File: config.mk
export PLATFORM = sky130hd
export DESIGN_NAME = regfile_dump_scanner
export DESIGN_NICKNAME = d
export VERILOG_FILES = /design/src/rtl/regfile_dump_pkg.sv /design/src/rtl/dump_settle_timer.sv /design/src/rtl/regfile_dump_scanner.sv
export SDC_FILE = /design/constraint.sdc
export NUM_CORES = 1
export LEC_CHECK = 0
export CAP_MARGIN = 20
export CORE_MARGIN = 1.5
export CORE_UTILIZATION = 43
export DETAILED_ROUTE_END_ITERATION = 16
export PLACE_DENSITY = 0.79
export SETUP_SLACK_MARGIN = 0.1
export SLEW_MARGIN = 20
export SYNTH_ARGS = -nofsm -noshare
export SYNTH_HDL_FRONTEND = slang
export SYNTH_SLANG_ARGS = --single-unit
File: constraint.sdc
create_clock -name clk_100Mhz -period 1.9 [get_ports clk_100Mhz]
set_input_delay 0.19 -clock clk_100Mhz [delete_from_list [all_inputs] [get_ports clk_100Mhz]]
set_output_delay 0.19 -clock clk_100Mhz [all_outputs]
set_load 0.01 [all_outputs]
File: src/rtl/regfile_dump_pkg.sv
// rtl/regfile_dump_pkg.sv - shared types and constants for the register-file dump scanner
// Optional checksum word is enabled by REGFILE_DUMP_CHECKSUM_EN, which adds the CKSUM state.
package regfile_dump_pkg;

  localparam int ADDR_W_DEF = 5;
  localparam int DATA_W_DEF = 32;
  localparam logic [ADDR_W_DEF-1:0] LAST_ADDR = '1;

  typedef enum logic [2:0] {
    ST_IDLE,
    ST_SETTLE,
    ST_CAPTURE,
    ST_SEND,
    ST_DONE
`ifdef REGFILE_DUMP_CHECKSUM_EN
    , ST_CKSUM
`endif
  } state_e;

endpackage

File: src/rtl/dump_settle_timer.sv
// rtl/dump_settle_timer.sv - loadable down-counter with zero flag
// Holds at zero; a load takes priority over counting.
module dump_settle_timer #(
  parameter int W = 4
) (
  input  logic         clk_i,
  input  logic         rst_i,
  input  logic         load_i,
  input  logic [W-1:0] load_val_i,
  input  logic         en_i,
  output logic         zero_o
);

  logic [W-1:0] cnt_q, cnt_d;

  always_comb begin
    cnt_d = cnt_q;
    if (load_i) begin
      cnt_d = load_val_i;
    end else if (en_i && cnt_q != '0) begin
      cnt_d = cnt_q - 1'b1;
    end
  end

  always_ff @(posedge clk_i) begin
    if (rst_i) begin
      cnt_q <= '0;
    end else begin
      cnt_q <= cnt_d;
    end
  end

  assign zero_o = (cnt_q == '0);

endmodule

File: src/rtl/regfile_dump_scanner.sv
// rtl/regfile_dump_scanner.sv - sweeps the CPU register file and streams (address, data) pairs
// REGFILE_DUMP_CHECKSUM_EN appends an XOR-of-all-registers word carrying out_last.
module regfile_dump_scanner
  import regfile_dump_pkg::*;
#(
  parameter int ADDR_W        = ADDR_W_DEF,
  parameter int DATA_W        = DATA_W_DEF,
  parameter int SETTLE_CYCLES = 2
) (
  input  logic              clk_100Mhz,
  input  logic              rst,
  input  logic              start,
  output logic [ADDR_W-1:0] rf_addr,
  input  logic [DATA_W-1:0] rf_data,
  output logic              out_valid,
  input  logic              out_ready,
  output logic [ADDR_W-1:0] out_addr,
  output logic [DATA_W-1:0] out_data,
  output logic              out_last,
  output logic              busy,
  output logic              done
);

  localparam logic [ADDR_W-1:0] ADDR_MAX    = '1;
  localparam logic [3:0]        SETTLE_LOAD = 4'(SETTLE_CYCLES - 1);

  state_e            state_q, state_d;
  logic [ADDR_W-1:0] rf_addr_q, rf_addr_d;
  logic [ADDR_W-1:0] out_addr_q, out_addr_d;
  logic [DATA_W-1:0] out_data_q, out_data_d;
  logic              out_valid_q, out_valid_d;
  logic              out_last_q, out_last_d;
  logic              tmr_load, tmr_zero, at_last;
`ifdef REGFILE_DUMP_CHECKSUM_EN
  logic [DATA_W-1:0] cksum_q, cksum_d;
`endif

  assign at_last  = (rf_addr_q == ADDR_MAX);
  // Reload on dump start and on every non-final handshake that moves to the next address.
  assign tmr_load = ((state_q == ST_IDLE) && start) ||
                    ((state_q == ST_SEND) && out_ready && !out_last_q && !at_last);

  dump_settle_timer #(.W(4)) u_timer (
    .clk_i      (clk_100Mhz),
    .rst_i      (rst),
    .load_i     (tmr_load),
    .load_val_i (SETTLE_LOAD),
    .en_i       (state_q == ST_SETTLE),
    .zero_o     (tmr_zero)
  );

  always_ff @(posedge clk_100Mhz) begin
    if (rst) begin
      state_q     <= ST_IDLE;
      rf_addr_q   <= '0;
      out_addr_q  <= '0;
      out_data_q  <= '0;
      out_valid_q <= 1'b0;
      out_last_q  <= 1'b0;
`ifdef REGFILE_DUMP_CHECKSUM_EN
      cksum_q     <= '0;
`endif
    end else begin
      state_q     <= state_d;
      rf_addr_q   <= rf_addr_d;
      out_addr_q  <= out_addr_d;
      out_data_q  <= out_data_d;
      out_valid_q <= out_valid_d;
      out_last_q  <= out_last_d;
`ifdef REGFILE_DUMP_CHECKSUM_EN
      cksum_q     <= cksum_d;
`endif
    end
  end

  always_comb begin
    state_d = state_q;
    case (state_q)
      ST_IDLE:    if (start) state_d = ST_SETTLE;
      ST_SETTLE:  if (tmr_zero) state_d = ST_CAPTURE;
      ST_CAPTURE: state_d = ST_SEND;
      ST_SEND: begin
        if (out_ready) begin
          if (out_last_q)   state_d = ST_DONE;
`ifdef REGFILE_DUMP_CHECKSUM_EN
          else if (at_last) state_d = ST_CKSUM;
`endif
          else              state_d = ST_SETTLE;
        end
      end
`ifdef REGFILE_DUMP_CHECKSUM_EN
      ST_CKSUM:   state_d = ST_SEND;
`endif
      ST_DONE:    state_d = ST_IDLE;
      default:    state_d = ST_IDLE;
    endcase
  end

  always_comb begin
    rf_addr_d   = rf_addr_q;
    out_addr_d  = out_addr_q;
    out_data_d  = out_data_q;
    out_valid_d = out_valid_q;
    out_last_d  = out_last_q;
`ifdef REGFILE_DUMP_CHECKSUM_EN
    cksum_d     = cksum_q;
`endif
    case (state_q)
      ST_IDLE: begin
        if (start) begin
          rf_addr_d = '0;
`ifdef REGFILE_DUMP_CHECKSUM_EN
          cksum_d   = '0;
`endif
        end
      end
      ST_CAPTURE: begin
        out_data_d  = rf_data;
        out_addr_d  = rf_addr_q;
        out_valid_d = 1'b1;
`ifdef REGFILE_DUMP_CHECKSUM_EN
        out_last_d  = 1'b0;
        cksum_d     = cksum_q ^ rf_data;
`else
        out_last_d  = at_last;
`endif
      end
      ST_SEND: begin
        if (out_ready) begin
          out_valid_d = 1'b0;
          if (out_last_q)    out_last_d = 1'b0;
          else if (!at_last) rf_addr_d  = rf_addr_q + 1'b1;
        end
      end
`ifdef REGFILE_DUMP_CHECKSUM_EN
      ST_CKSUM: begin
        out_data_d  = cksum_q;
        out_addr_d  = '0;
        out_valid_d = 1'b1;
        out_last_d  = 1'b1;
      end
`endif
      default: ;
    endcase
  end

  assign rf_addr   = rf_addr_q;
  assign out_addr  = out_addr_q;
  assign out_data  = out_data_q;
  assign out_valid = out_valid_q;
  assign out_last  = out_last_q;
  assign busy      = (state_q != ST_IDLE);
  assign done      = (state_q == ST_DONE);

endmodule

==> metrics.yaml, run 1 <==
outcome:
  status: "finished, final reports clean"
power_and_ir_drop:
  ir_drop_mv: 0.404
  p_total_w: 0.00251
  pwr_density_cell_mw_per_mm2: 803
  leakage_nw: 1.12
detailed_routing:
  ant_nets: 0
  vias: 1964
  drc: 0
  drt_iter0_drc: 100
  first_pass_iters: 4
  finalWirelength_um: 5120
  wire_per_inst_um: 13.1
  viasPerCell: 5.02
timing:
  finalCritPeriodShare: 0.914
  min_period_ns: 1.74
  maxSlewHeadroom: 0.713
  worst_pin_slew_ns: 0.426
  fin_worst_skew_ns: 0.00618
  slew_viol_final: 0
  hold_slack_ns: 0.279
  hold_violations: 0
  finalSetupViolCount: 0
  fmax_ghz: 0.576
  rsz0062_at_grt: "true"
critical_path:
  r2r_end: "u_timer.cnt_q[0]"
  crit_path_end_kind: "register"
  critPathMaxFanout: 9
  regToRegSetupSlack_ns: 0.16
  cp_num_buf_inv: 0
  cp-start-kind: "register"
  timing.rr.start: "rf_addr[1]"
  worstPathArrival_ns: 1.93
  rr_worst_depth: 6
  critPathRequiredTime_ns: 2.09
  cpPeakStageDelay_ns: 0.34
  cpLargestDelayFamily: "compound AO/OA/AOI/OAI gates"
  path_class: "register to register"
  cp.depth: 6
  critical-path-slowest-cell: "dfxtp_2"
  cp_cell_sequence: "ha_2, and3_1, ha_1, and4bb_1, a22o_4, o31a_1"
layout:
  stdcell_area_sq_mm: 0.00312
  nNetsFinal: 376
  instances_no_fill: 391
  area_growth_pct: 49.3
  drive_gt1_frac: 0.119
  insertedDiodeCount: 0
  fillCellCount: 422
clock_tree:
  cts-htree-levels: 2
  clk_path_buf_depth: 2
  cts_tree: "built"
  clock-sinks: 51
  cts_buffers: 5
  cts_root_buf: "clkbuf_8"
  clk_pin_slew_worst_paths_ns: 0.08
  clock_latency_ns: 0.30
  cts-hold-fix-buffers: 0
global_routing:
  antenna_found_initial: 0
  globalRouteOverflowTotal: 0
  first_global_vias: 1874
  track_usage: 0.201
  grt_max_degree: 39
  grt_pass1_wl_um: 8420
synth:
  synthCells: 251
  synthTopCellsByArea: "dfxtp_1, nand2_1, a21oi_1"
  yosys_warnings: 0
  synth-async-reset-ratio: 0
  yosysUniqueCellTypes: 40
  ys_seq_area_frac: 0.489
  ys_ff_latch: 51
  ys_top_cells_by_count: "nand2_1, dfxtp_1, a21oi_1"
  synthFlopType: "dfxtp_1"
  syn_area_sq_mm: 0.00209
  synth.avg_cell_area_sq_um: 8.32
  yosysTopAreaCell: "dfxtp_1"
  synth_top_area_frac: 0.489
  synth_nets: 290
  yosysMostFrequentCell: "nand2_1"
  synth_edf_count: 0
min_path:
  min_from: "rst"
  whs_path_depth: 2
  hold_path_end: "out_data[3]"
  hp-class: "input port to register"
die:
  die_height_um: 72.7
  core_sq_mm: 0.00469
  start_util: 0.445
  die_w_um: 72.7
  die_area_sq_mm: 0.00529
  ios: 82
  rows: 25
placement:
  place_congestion: 0.824
  dpl.cell_count: 382
  numPortBuffers: 81
  postPlaceCellArea_sq_mm: 0.00297
  dpl.hpwl_um: 3530
job:
  drv_cap: 0
sequential cells by signal (all words and copies together), names as in the netlist:
register and cells:
out_data 32, out_addr 5, rf_addr 5, u_timer.cnt_q 4
state_q 3, out_last 1, out_valid 1
placed cells by master (no fill, tap or decap), types with 2 or more instances in the layout:
cell             netlist  final
nand3_1                3      3
ha_1                   3      2
dfxtp_2                0      5
buf_4                  4     15
inv_1                  6      6
nor2b_1                3      3
clkdlybuf4s50_1        0     80
or3b_4                 2      2
nand2b_1               3      3
o21ai_0                4      4
nor3b_1                2      2
nand2_1               84     84
clkbuf_8               0      5
nor3_2                 1      2
a21oi_1               41     41
and3_1                 2      2
nor2_1                 2      2
dfxtp_1               51     46
mux2i_1                2      2
a211oi_1               4      4
how the worst max path moves through the flow:
| stage | endpoint | slack (ns) | from |
|---|---|---|---|
| finish | u_timer.cnt_q[0] | 0.16 | rf_addr[1] |
| global route | done | 0.09 | state_q[2] |
| CTS | done | 0.08 | state_q[2] |
| detailed placement | rf_addr[3] | -0.02 | rf_addr[1] |
| global placement | rf_addr[3] | 0.04 | rf_addr[1] |
| floorplan | u_timer.cnt_q[1] | 0.11 | rf_addr[0] |
metal layers:
layer,part of all wire,track usage,vias to the layer above
li1,-,-,1014
met1,0.46,0.256,883
met5,0,0,-
met3,0.063,0.0525,5
met2,0.46,0.334,62
met4,0.0096,0.0566,0
power by group:
part | internal, W | switching, W
Combinational | 0.000312 | 0.000281
Sequential | 0.00114 | 0.0000585
Clock | 0.000386 | 0.000330
cell type report:
cell class,count,area [sq um],area share
inverter,6,22.5,0.00722
sequential,51,1030,0.329
clock inverter,1,30.0,0.00963
clock buffer,6,72.6,0.0233
multi-input combinational,177,981,0.314
timing repair buffer,96,918,0.294
tap,54,67.6,0.0217
cell families (layout without fill, tap and decap cells):
| group | Yosys count | in the layout | synth area share |
|---|---|---|---|
| buffers and inverters | 23 | 109 | 0.0587 |
| multiplexers | 2 | 2 | 0.00958 |
| AND/OR/NAND/NOR | 113 | 113 | 0.254 |
| flip-flops | 51 | 51 | 0.489 |
| AO/OA/AOI/OAI | 59 | 59 | 0.171 |
| adder cells (fa/ha/maj) | 3 | 3 | 0.0180 |
per-stage QoR:
stage	setup TNS [ns]	utilization	worst slack (ns)
2_1_floorplan	0	-	0.109
3_3_place_gp	0	0.633	0.0434
3_5_place_dp	-0.0242	0.633	-0.0242
4_1_cts	0	0.660	0.0833
5_1_grt	0	0.665	0.0868
6_report	0	0.665	0.163
repair_timing:
action / 4_1_cts / 5_1_grt
buffers inserted: 1 / 1
pin swaps: 0 / 3
hold endpoints to repair: 0 / 0
setup endpoints to repair: 10 / 5
resized for setup: 5 / 3
cloned: 0 / 0
No activity file was read; power rests on OpenSTA's default activity.
==> run 2: changes to the inputs <==
--- a/config.mk
+++ b/config.mk
@@ -6,8 +6,9 @@
 export NUM_CORES = 1
 export LEC_CHECK = 0
 export CAP_MARGIN = 20
-export CORE_MARGIN = 1.5
+export CORE_MARGIN = 3
 export CORE_UTILIZATION = 43
+export CTS_CLUSTER_SIZE = 16
 export DETAILED_ROUTE_END_ITERATION = 16
 export PLACE_DENSITY = 0.79
 export SETUP_SLACK_MARGIN = 0.1
==> metrics.yaml, run 2 (same netlist as run 1, synthesis figures left out) <==
die:
  start_util: 0.461  # was 0.445
  die_height_um: 75.7  # was 72.7 um
  die_w_um: 75.7  # was 72.7 um
  ios: 82  # unchanged
  core_sq_mm: 0.00453  # was 0.00469 sq mm
  rows: 24  # was 25
  die_area_sq_mm: 0.00573  # was 0.00529 sq mm
critical_path:
  cpPeakStageDelay_ns: 0.36  # was 0.34 ns
  worstPathArrival_ns: 1.89  # was 1.93 ns
  critical-path-slowest-cell: "dfxtp_4"  # was dfxtp_2
  cp-start-kind: "register"  # unchanged
  critPathMaxFanout: 8  # was 9
  critPathRequiredTime_ns: 2.07  # was 2.09 ns
  crit_path_end_kind: "register"  # unchanged
  path_class: "register to register"  # unchanged
  cp_cell_sequence: "ha_4, and3_1, ha_2, and4bb_1, a22o_4, buf_4, o221ai_1"  # was ha_2, and3_1, ha_1, and4bb_1, a22o_4, o31a_1
detailed_routing:
  finalWirelength_um: 5360  # was 5120 um
  first_pass_iters: 5  # was 4
  viasPerCell: 4.93  # was 5.02
  drc: 0  # unchanged
  wire_per_inst_um: 13.5  # was 13.1 um
  ant_nets: 0  # unchanged
  vias: 1958  # was 1964
  drt_iter0_drc: 44  # was 100
layout:
  area_growth_pct: 49.6  # was 49.3%
  drive_gt1_frac: 0.108  # was 0.119
  largest_register_ff_count: 32  # unchanged
  nNetsFinal: 371  # was 376
  final_cell_mix: "nand2_1, clkdlybuf4s50_1, dfxtp_1"  # unchanged
  fillCellCount: 377  # was 422
  fin_util: 0.689  # was 0.665
  insertedDiodeCount: 0  # unchanged
  layout_commonest_cell: "nand2_1"  # unchanged
clock_tree:
  clk_path_buf_depth: 2  # unchanged
  cts_root_buf: "clkbuf_8"  # unchanged
  cts_buffers: 5  # unchanged
  cts_tree: "built"  # unchanged
  clk_pin_slew_worst_paths_ns: 0.08  # about the same
  clock_latency_ns: 0.29  # was 0.30 ns
  cts-htree-levels: 2  # unchanged
  clock-sinks: 51  # unchanged
timing:
  hold_slack_ns: 0.265  # was 0.279 ns
  finalCritPeriodShare: 0.903  # was 0.914
  min_period_ns: 1.71  # was 1.74 ns
  finalSetupViolCount: 0  # unchanged
  hold_violations: 0  # unchanged
  maxSlewHeadroom: 0.661  # was 0.713
  setup-tns-final_ns: 0  # unchanged
  worst_pin_slew_ns: 0.503  # was 0.426 ns
  rsz0062_at_grt: "true"  # unchanged
  slew_viol_final: 0  # unchanged
  fmax_ghz: 0.583  # was 0.576 GHz
  fin_worst_skew_ns: 0.00557  # was 0.00618 ns
job:
  drv_cap: 0  # unchanged
placement:
  dpl.hpwl_um: 3560  # was 3530 um
  numPortBuffers: 81  # unchanged
  place_congestion: 0.805  # was 0.824
power_and_ir_drop:
  p_total_w: 0.00251  # about the same
  leakage_nw: 1.09  # was 1.12 nW
  ir_drop_mv: 0.566  # was 0.404 mV
  pwr_density_cell_mw_per_mm2: 803  # about the same
global_routing:
  first_global_vias: 1778  # was 1874
  grt_max_degree: 39  # unchanged
  antenna_found_initial: 0  # unchanged
  track_usage: 0.182  # was 0.201
  grt_pass1_wl_um: 8170  # was 8420 um
  globalRouteOverflowTotal: 0  # unchanged
outcome:
  status: "finished, final reports clean"  # unchanged
min_path:
  hp-class: "input port to register"  # unchanged
## run 2: changes by cell type in the layout (fill, tap and decap cells not counted)
| cell | change |
|---|---|
| buf_12 | +1 |
| ha_1 | -1 |
| buf_4 | -6 |
| dfxtp_4 | +2 |
| ha_4 | +1 |
| dfxtp_2 | -2 |
## run 2: layout make-up
cell class	instances	area [sq um]	share of cell area
Sequential cell	51	1030	0.330
Multi-Input combinational cell	177	993	0.318
Timing Repair Buffer	91	893	0.286
Tap cell	65	81.3	0.0260
Clock buffer	6	72.6	0.0232
Clock inverter	1	30.0	0.00961
Inverter	6	22.5	0.00721
## run 2: critical path, delay by kind of cell (launching register included)
kind                       cells  cell delay [ns]
AOI/OAI and AO/OA              2             0.30
and+or+nand+nor                2             0.47
adders and majority gates      2             0.33
buffers and inverters          1             0.14
DFF                            1             0.36
## run 2: worst paths after layout
check	slack, ns	cells past startpoint	end	startpoint
min	0.27	2	out_data[26]	rst
max	0.19	7	rf_addr[3]	rf_addr[1]
min reg2reg	0.45	2	out_data[10]	out_data[10]
max reg2reg	0.19	7	rf_addr[3]	rf_addr[1]
## run 2: timing repair
item | in CTS | in global routing
hold buffers | 0 | 0
endpoints found under the hold margin | 0 | 0
resized for setup | 3 | 9
pin swaps | 0 | 3
cloned | 0 | 0
buffers inserted | 0 | 3
endpoints found under the setup margin | 10 | 11
## run 2: per-stage QoR
stage | setup slack [ns] | area [sq um] | std cells
2_1_floorplan | 0.109 | 2090 | 251
3_3_place_gp | 0.0675 | 2950 | 387
3_5_place_dp | 0.00985 | 2950 | 387
4_1_cts | 0.0535 | 3060 | 394
5_1_grt | 0.0754 | 3130 | 397
6_report | 0.185 | 3130 | 397
## run 2: layer usage
| metal | share of wire | up-vias | track usage |
|---|---|---|---|
| met5 | 0 | - | 0 |
| met4 | 0.0041 | 0 | 0.0233 |
| met3 | 0.087 | 4 | 0.0765 |
| met2 | 0.46 | 66 | 0.302 |
| met1 | 0.45 | 885 | 0.228 |
| li1 | - | 1003 | - |
## run 2: power breakdown
part	switching, W	internal [W]
combinational	0.000286	0.000312
sequential	0.0000577	0.00114
clock	0.000331	0.000386
